==> src/rtl/cache_pkg.sv <==
// Shared parameters, address field positions and controller state encoding
// for the direct-mapped cache controller.
package cache_pkg;
  localparam int TAG_W  = 4;
  localparam int IDX_W  = 4;
  localparam int DATA_W = 8;
  localparam int LINES  = 1 << IDX_W;
  localparam int ADDR_W = TAG_W + IDX_W;

  localparam int TAG_MSB = 7;
  localparam int TAG_LSB = 4;
  localparam int IDX_MSB = 3;
  localparam int IDX_LSB = 0;

  typedef enum logic [2:0] {
    IDLE, LOOKUP, MEM_RD, FILL, MEM_WR, RESP
  } state_t;
endpackage

==> src/rtl/cache_ctrl_decoder.sv <==
// Index to one-hot SRAM wordline decoder (inverse of the macro's encoder).
module cache_ctrl_decoder
  import cache_pkg::*;
(
  input  logic [IDX_W-1:0] idx,
  output logic [LINES-1:0] wl
);
  for (genvar i = 0; i < LINES; i++) begin : g_wl
    assign wl[i] = (idx == IDX_W'(i));
  end
endmodule

==> src/rtl/cache_ctrl.sv <==
// Direct-mapped, write-through / no-write-allocate cache controller driving a
// 16-line tag/data SRAM and a backing memory port.
module cache_ctrl
  import cache_pkg::*;
(
  input  logic              clk,
  input  logic              reset,
  input  logic              req_valid,
  output logic              req_ready,
  input  logic              req_we,
  input  logic [ADDR_W-1:0] req_addr,
  input  logic [DATA_W-1:0] req_wdata,
  output logic              resp_valid,
  output logic [DATA_W-1:0] resp_rdata,
  output logic              resp_hit,
  output logic              mem_req,
  input  logic              mem_ack,
  output logic              mem_we,
  output logic [ADDR_W-1:0] mem_addr,
  output logic [DATA_W-1:0] mem_wdata,
  input  logic [DATA_W-1:0] mem_rdata,
  output logic              sram_we,
  output logic [LINES-1:0]  sram_wl,
  output logic [TAG_W-1:0]  sram_tag_in,
  input  logic [TAG_W-1:0]  sram_tag_out,
  output logic [DATA_W-1:0] sram_data_in,
  input  logic [DATA_W-1:0] sram_data_out,
  output logic [7:0]        hit_count,
  output logic [7:0]        miss_count
);
  state_t            state_q, state_d;
  logic [ADDR_W-1:0] addr_q;
  logic              we_q;
  logic [DATA_W-1:0] wdata_q;
  logic [DATA_W-1:0] fill_q;
  logic              hit_q;
  logic [LINES-1:0]  valid_q;
  logic [TAG_W-1:0]  tag;
  logic [IDX_W-1:0]  idx;
  logic              hit;

  assign tag = addr_q[TAG_MSB:TAG_LSB];
  assign idx = addr_q[IDX_MSB:IDX_LSB];
  assign hit = (state_q == LOOKUP) && valid_q[idx] && (sram_tag_out == tag);

  cache_ctrl_decoder u_dec (.idx(idx), .wl(sram_wl));

  always_ff @(posedge clk or posedge reset) begin
    if (reset) begin
      state_q    <= IDLE;
      addr_q     <= '0;
      we_q       <= 1'b0;
      wdata_q    <= '0;
      fill_q     <= '0;
      hit_q      <= 1'b0;
      valid_q    <= '0;
      resp_rdata <= '0;
      resp_hit   <= 1'b0;
      hit_count  <= '0;
      miss_count <= '0;
    end else begin
      state_q <= state_d;
      if (state_q == IDLE && req_valid) begin
        addr_q  <= req_addr;
        we_q    <= req_we;
        wdata_q <= req_wdata;
      end
      if (state_q == LOOKUP) begin
        hit_q <= hit;
        if (hit) begin
          if (hit_count != 8'hFF) hit_count <= hit_count + 8'd1;
        end else if (miss_count != 8'hFF) begin
          miss_count <= miss_count + 8'd1;
        end
        // Read hits respond straight from the SRAM
        if (!we_q && hit) begin
          resp_rdata <= sram_data_out;
          resp_hit   <= 1'b1;
        end
      end
      if (state_q == MEM_RD && mem_ack) fill_q <= mem_rdata;
      if (state_q == FILL) begin
        valid_q[idx] <= 1'b1;
        resp_rdata   <= fill_q;
        resp_hit     <= 1'b0;
      end
      if (state_q == MEM_WR && mem_ack) begin
        resp_rdata <= '0;
        resp_hit   <= hit_q;
      end
    end
  end

  always_comb begin
    state_d      = state_q;
    req_ready    = 1'b0;
    resp_valid   = 1'b0;
    mem_req      = 1'b0;
    mem_we       = 1'b0;
    mem_addr     = '0;
    mem_wdata    = '0;
    sram_we      = 1'b0;
    sram_tag_in  = '0;
    sram_data_in = '0;
    case (state_q)
      IDLE: begin
        req_ready = 1'b1;
        if (req_valid) state_d = LOOKUP;
      end
      LOOKUP: begin
        if (we_q) begin
          // Write-through: update the line only if present, memory always
          if (hit) begin
            sram_we      = 1'b1;
            sram_tag_in  = tag;
            sram_data_in = wdata_q;
          end
          state_d = MEM_WR;
        end else begin
          state_d = hit ? RESP : MEM_RD;
        end
      end
      MEM_RD: begin
        mem_req  = 1'b1;
        mem_addr = addr_q;
        if (mem_ack) state_d = FILL;
      end
      FILL: begin
        sram_we      = 1'b1;
        sram_tag_in  = tag;
        sram_data_in = fill_q;
        state_d      = RESP;
      end
      MEM_WR: begin
        mem_req   = 1'b1;
        mem_we    = 1'b1;
        mem_addr  = addr_q;
        mem_wdata = wdata_q;
        if (mem_ack) state_d = RESP;
      end
      RESP: begin
        resp_valid = 1'b1;
        state_d    = IDLE;
      end
      default: state_d = IDLE;
    endcase
  end
endmodule
==> config.mk <==
export PLATFORM = sky130hd
export DESIGN_NAME = cache_ctrl
export DESIGN_NICKNAME = d
export VERILOG_FILES = /design/src/rtl/cache_pkg.sv /design/src/rtl/cache_ctrl_decoder.sv /design/src/rtl/cache_ctrl.sv
export SDC_FILE = /design/constraint.sdc
export NUM_CORES = 1
export LEC_CHECK = 0
export ABC_AREA = 1
export CAP_MARGIN = 20
export CORE_ASPECT_RATIO = 1.25
export CORE_MARGIN = 2
export CORE_UTILIZATION = 47
export DETAILED_ROUTE_END_ITERATION = 10
export PLACE_DENSITY = 0.81
export SLEW_MARGIN = 20
export SYNTH_ARGS = -nofsm -noshare
export SYNTH_HDL_FRONTEND = slang
export SYNTH_SLANG_ARGS = --single-unit
==> constraint.sdc <==
create_clock -name clk -period 3.1 [get_ports clk]
set_input_delay 0.62 -clock clk [delete_from_list [all_inputs] [get_ports clk]]
set_output_delay 0.62 -clock clk [all_outputs]
set_load 0.02 [all_outputs]
==> impl_results.md <==
- Outcome: finished, final reports clean
- # diodes: 0
- I/O Buffers: 114
- Layout cells sized above 1: 0.121
- Hold_ws: 455 ps
- DIE WIDTH: 83.2 um
- CP endpoint: sram_tag_in[2]
- Gr ovfl total: 0
- Synth-to-layout area growth: 37.9%
- Placer Congestion: 0.871
- R2r worst-path depth: 13
- HP Class: register to register
- I/O pin count: 115
- Crit-path max FO: 4
- Crit start category: input pin
- Syn_area_per_cell: 7.98 um2
- Hold_sp: valid_q[6]$_DFFE_PP0P_
- Register area share after synthesis: 0.475
- Slowest Stage Delay on Critical Path: 470 ps
- Crit Path Category: input pin to primary output
- Share of the synthesized area in the top cell type: 0.475
- Tmin final: 2970 ps
- Post-synth top area cell: dfrtp_1
- 1st-pass router iterations: 4
- Cells along the critical path: clkdlybuf4s50_1 > inv_1 > nand2_1 > buf_4 > nand4_1 > nor4_1 > nand4_1 > nand2_1 > inv_1 > nor2_1 > dlygate4sd2_1
- Hpwl dp: 7430 um
- Die height: 103 um
- Worst path required time: 2480 ps
- Clock Sinks: 70
- R2R Path End: hit_count[4]$_DFFE_PP0P_
- Final Hold Vio Count: 0
- Initial DRC count: 139
- Reg clk slew, reported paths: 70 ps
- Fraction of registers with async set or reset after synthesis: 1.00
- Drt wl/cell: 14.3 um
- Max Clk Rate: roughly 340 MHz
- Post-CTS Setup Bufs: 0
- Dpl cells: 669
- Fillers: 647
- PwrDens: 894 mW/mm2
- Gr usage total: 0.233
- #FFs+latches synth: 70
- CP Capture Type: primary output
- Clock Latency Late Sink: 340 ps
- RSZ-0062 raised after global routing: false
- Root buf cell: clkbuf_8
- RR Startpoint: addr_q[0]$_DFFE_PP0P_
- EDFF count, synth: 0
- DIE AREA: 0.00857 mm2
- Maximum vdd drop: 457 uV
- CTS H-tree depth: 3
- Largest net degree at the start of global routing: 27
- First-pass GRT wire length: 15,900 um
- CP max stage cell: clkdlybuf4s50_1
- Ys Warns: 0
- Crit share post-route: 0.958
- CTS buffer count: 9
- Final net count: 628
- Vias: ~3,400
- Row cnt: 36
- Final core occ: 0.660
- Fin area: 0.00508 mm2
- Initial antenna violation count: 0
- Rel. slew slack: 0.590
- Synth cell types: 33
- Synth Flop Type: dfrtp_1
- Fin cells: 682
- Final wirelength: around 9700 um
- Placement Cell Area: 0.00495 mm2
- Critical path startpoint: sram_tag_out[3]
- Drt drc: 0
- Slew Limit Fails: 0
- Mapped Cells: around 460
- Total leakage power: 2.66 nW
- Worst Path Arrival: 2350 ps
- Vias/cell: 5.03
- Max cap viols: 0
- Clock skew: between 4 and 5 ps
- Synthesized area: 0.00369 mm2
- Count leader, synth: nand2_1
- Initial Util: 0.479
- Vias in the first global route: between 3,000 and 4,000
- Post-synth top cells: nand2_1 (111), dfrtp_1 (70), nor2_1 (69)
- Area contributors post-synth: dfrtp_1 (48%), nand2_1 (11%), nor2_1 (7.0%)
- Worst-Margin Slew: about 600 ps
- Final setup vio count: 0
- Core ar.: 0.00770 mm2
- Max Root-Sink Buffers: 2
- Antenna-violating nets left: 0
- CTS tree: yes
- R2r setup slk: 990 ps
- Syn_nets: 505
## layer usage
metal	share of wire	track usage	vias up
li1	-	-	1700
met4	0.021	0.105	0
met1	0.41	0.269	1623
met5	0	0	-
met2	0.51	0.417	95
met3	0.057	0.0560	15
## sequential cells by signal, summed over array words and instances, names as in the netlist, 3 cells and up
signal,count
addr_q,8
state_q,3
fill_q,8
valid_q,16
miss_count,8
wdata_q,8
resp_rdata,8
hit_count,8
## worst min-delay path by stage
stage,end,slack [ps],depth (start not counted)
finish,valid_q[6]$_DFFE_PP0P_,460,1
global route,valid_q[3]$_DFFE_PP0P_,480,1
CTS,valid_q[6]$_DFFE_PP0P_,460,1
detailed placement,valid_q[6]$_DFFE_PP0P_,440,1
global placement,valid_q[7]$_DFFE_PP0P_,440,1
floorplan,valid_q[11]$_DFFE_PP0P_,430,1
## cells in the final DEF (no fill, tap or decap), drive strengths merged
cell type        n
clkdlybuf4s15    2
nand3           19
clkbuf          20
clkinv           2
o21ai           24
nor3             5
nand3b           1
buf             11
xor2            10
ha               2
a21oi           18
nand4           13
dlygate4sd2      2
o32ai            1
mux2             8
clkdlybuf4s50  101
bufinv           1
a21o            16
dfrtp           70
xnor2            3
inv             61
nand2          119
nor2            75
o21bai           1
nor4             2
## through the flow
step | power, W | setup TNS (ps) | setup WS (ps)
2_1_floorplan | 0.00292 | 0 | 712
3_3_place_gp | 0.00380 | -1490 | -159
3_5_place_dp | 0.00387 | -2480 | -239
4_1_cts | 0.00457 | 0 | 34.7
5_1_grt | 0.00487 | 0 | 14.6
6_report | 0.00454 | 0 | 129
## logic make-up (layout without fill, tap and decap cells)
logic type | count (synthesis) | count (layout) | synth area share
buf+inv | 75 | 200 | 0.0845
mux | 8 | 8 | 0.0244
compound gates | 60 | 60 | 0.0981
fa+ha+maj | 2 | 2 | 0.00679
simple gates | 234 | 234 | 0.280
flops | 70 | 70 | 0.475
xor+xnor | 13 | 13 | 0.0309
## repair_timing
action / 4_1_cts / 5_1_grt
endpoints found under the setup margin: 13 / 12
hold buffers: 0 / 0
gates cloned: 0 / 0
pin swaps: 0 / 0
gates resized for setup: 13 / 22
## critical path, delay by kind of cell
family                 cells  cell delay, ps
AND/OR/NAND/NOR            6             660
buffers and inverters      5            1060
## report_power, final
group          internal [W]  switching [W]
Sequential          0.00124       0.000235
Combinational      0.000963        0.00140
Clock              0.000380       0.000326
Total               0.00258        0.00196
## final cells by class
cell class | instances | area (um2) | area share
clock buffers | 11 | 141 | 0.0278
clock inverters | 2 | 35.0 | 0.00689
inverters | 62 | 235 | 0.0463
multi-input cells | 317 | 1630 | 0.320
flip-flops and latches | 70 | 1750 | 0.345
well taps | 95 | 119 | 0.0234
repair buffers | 125 | 1180 | 0.231
No activity file was read; power rests on OpenSTA's default activity.
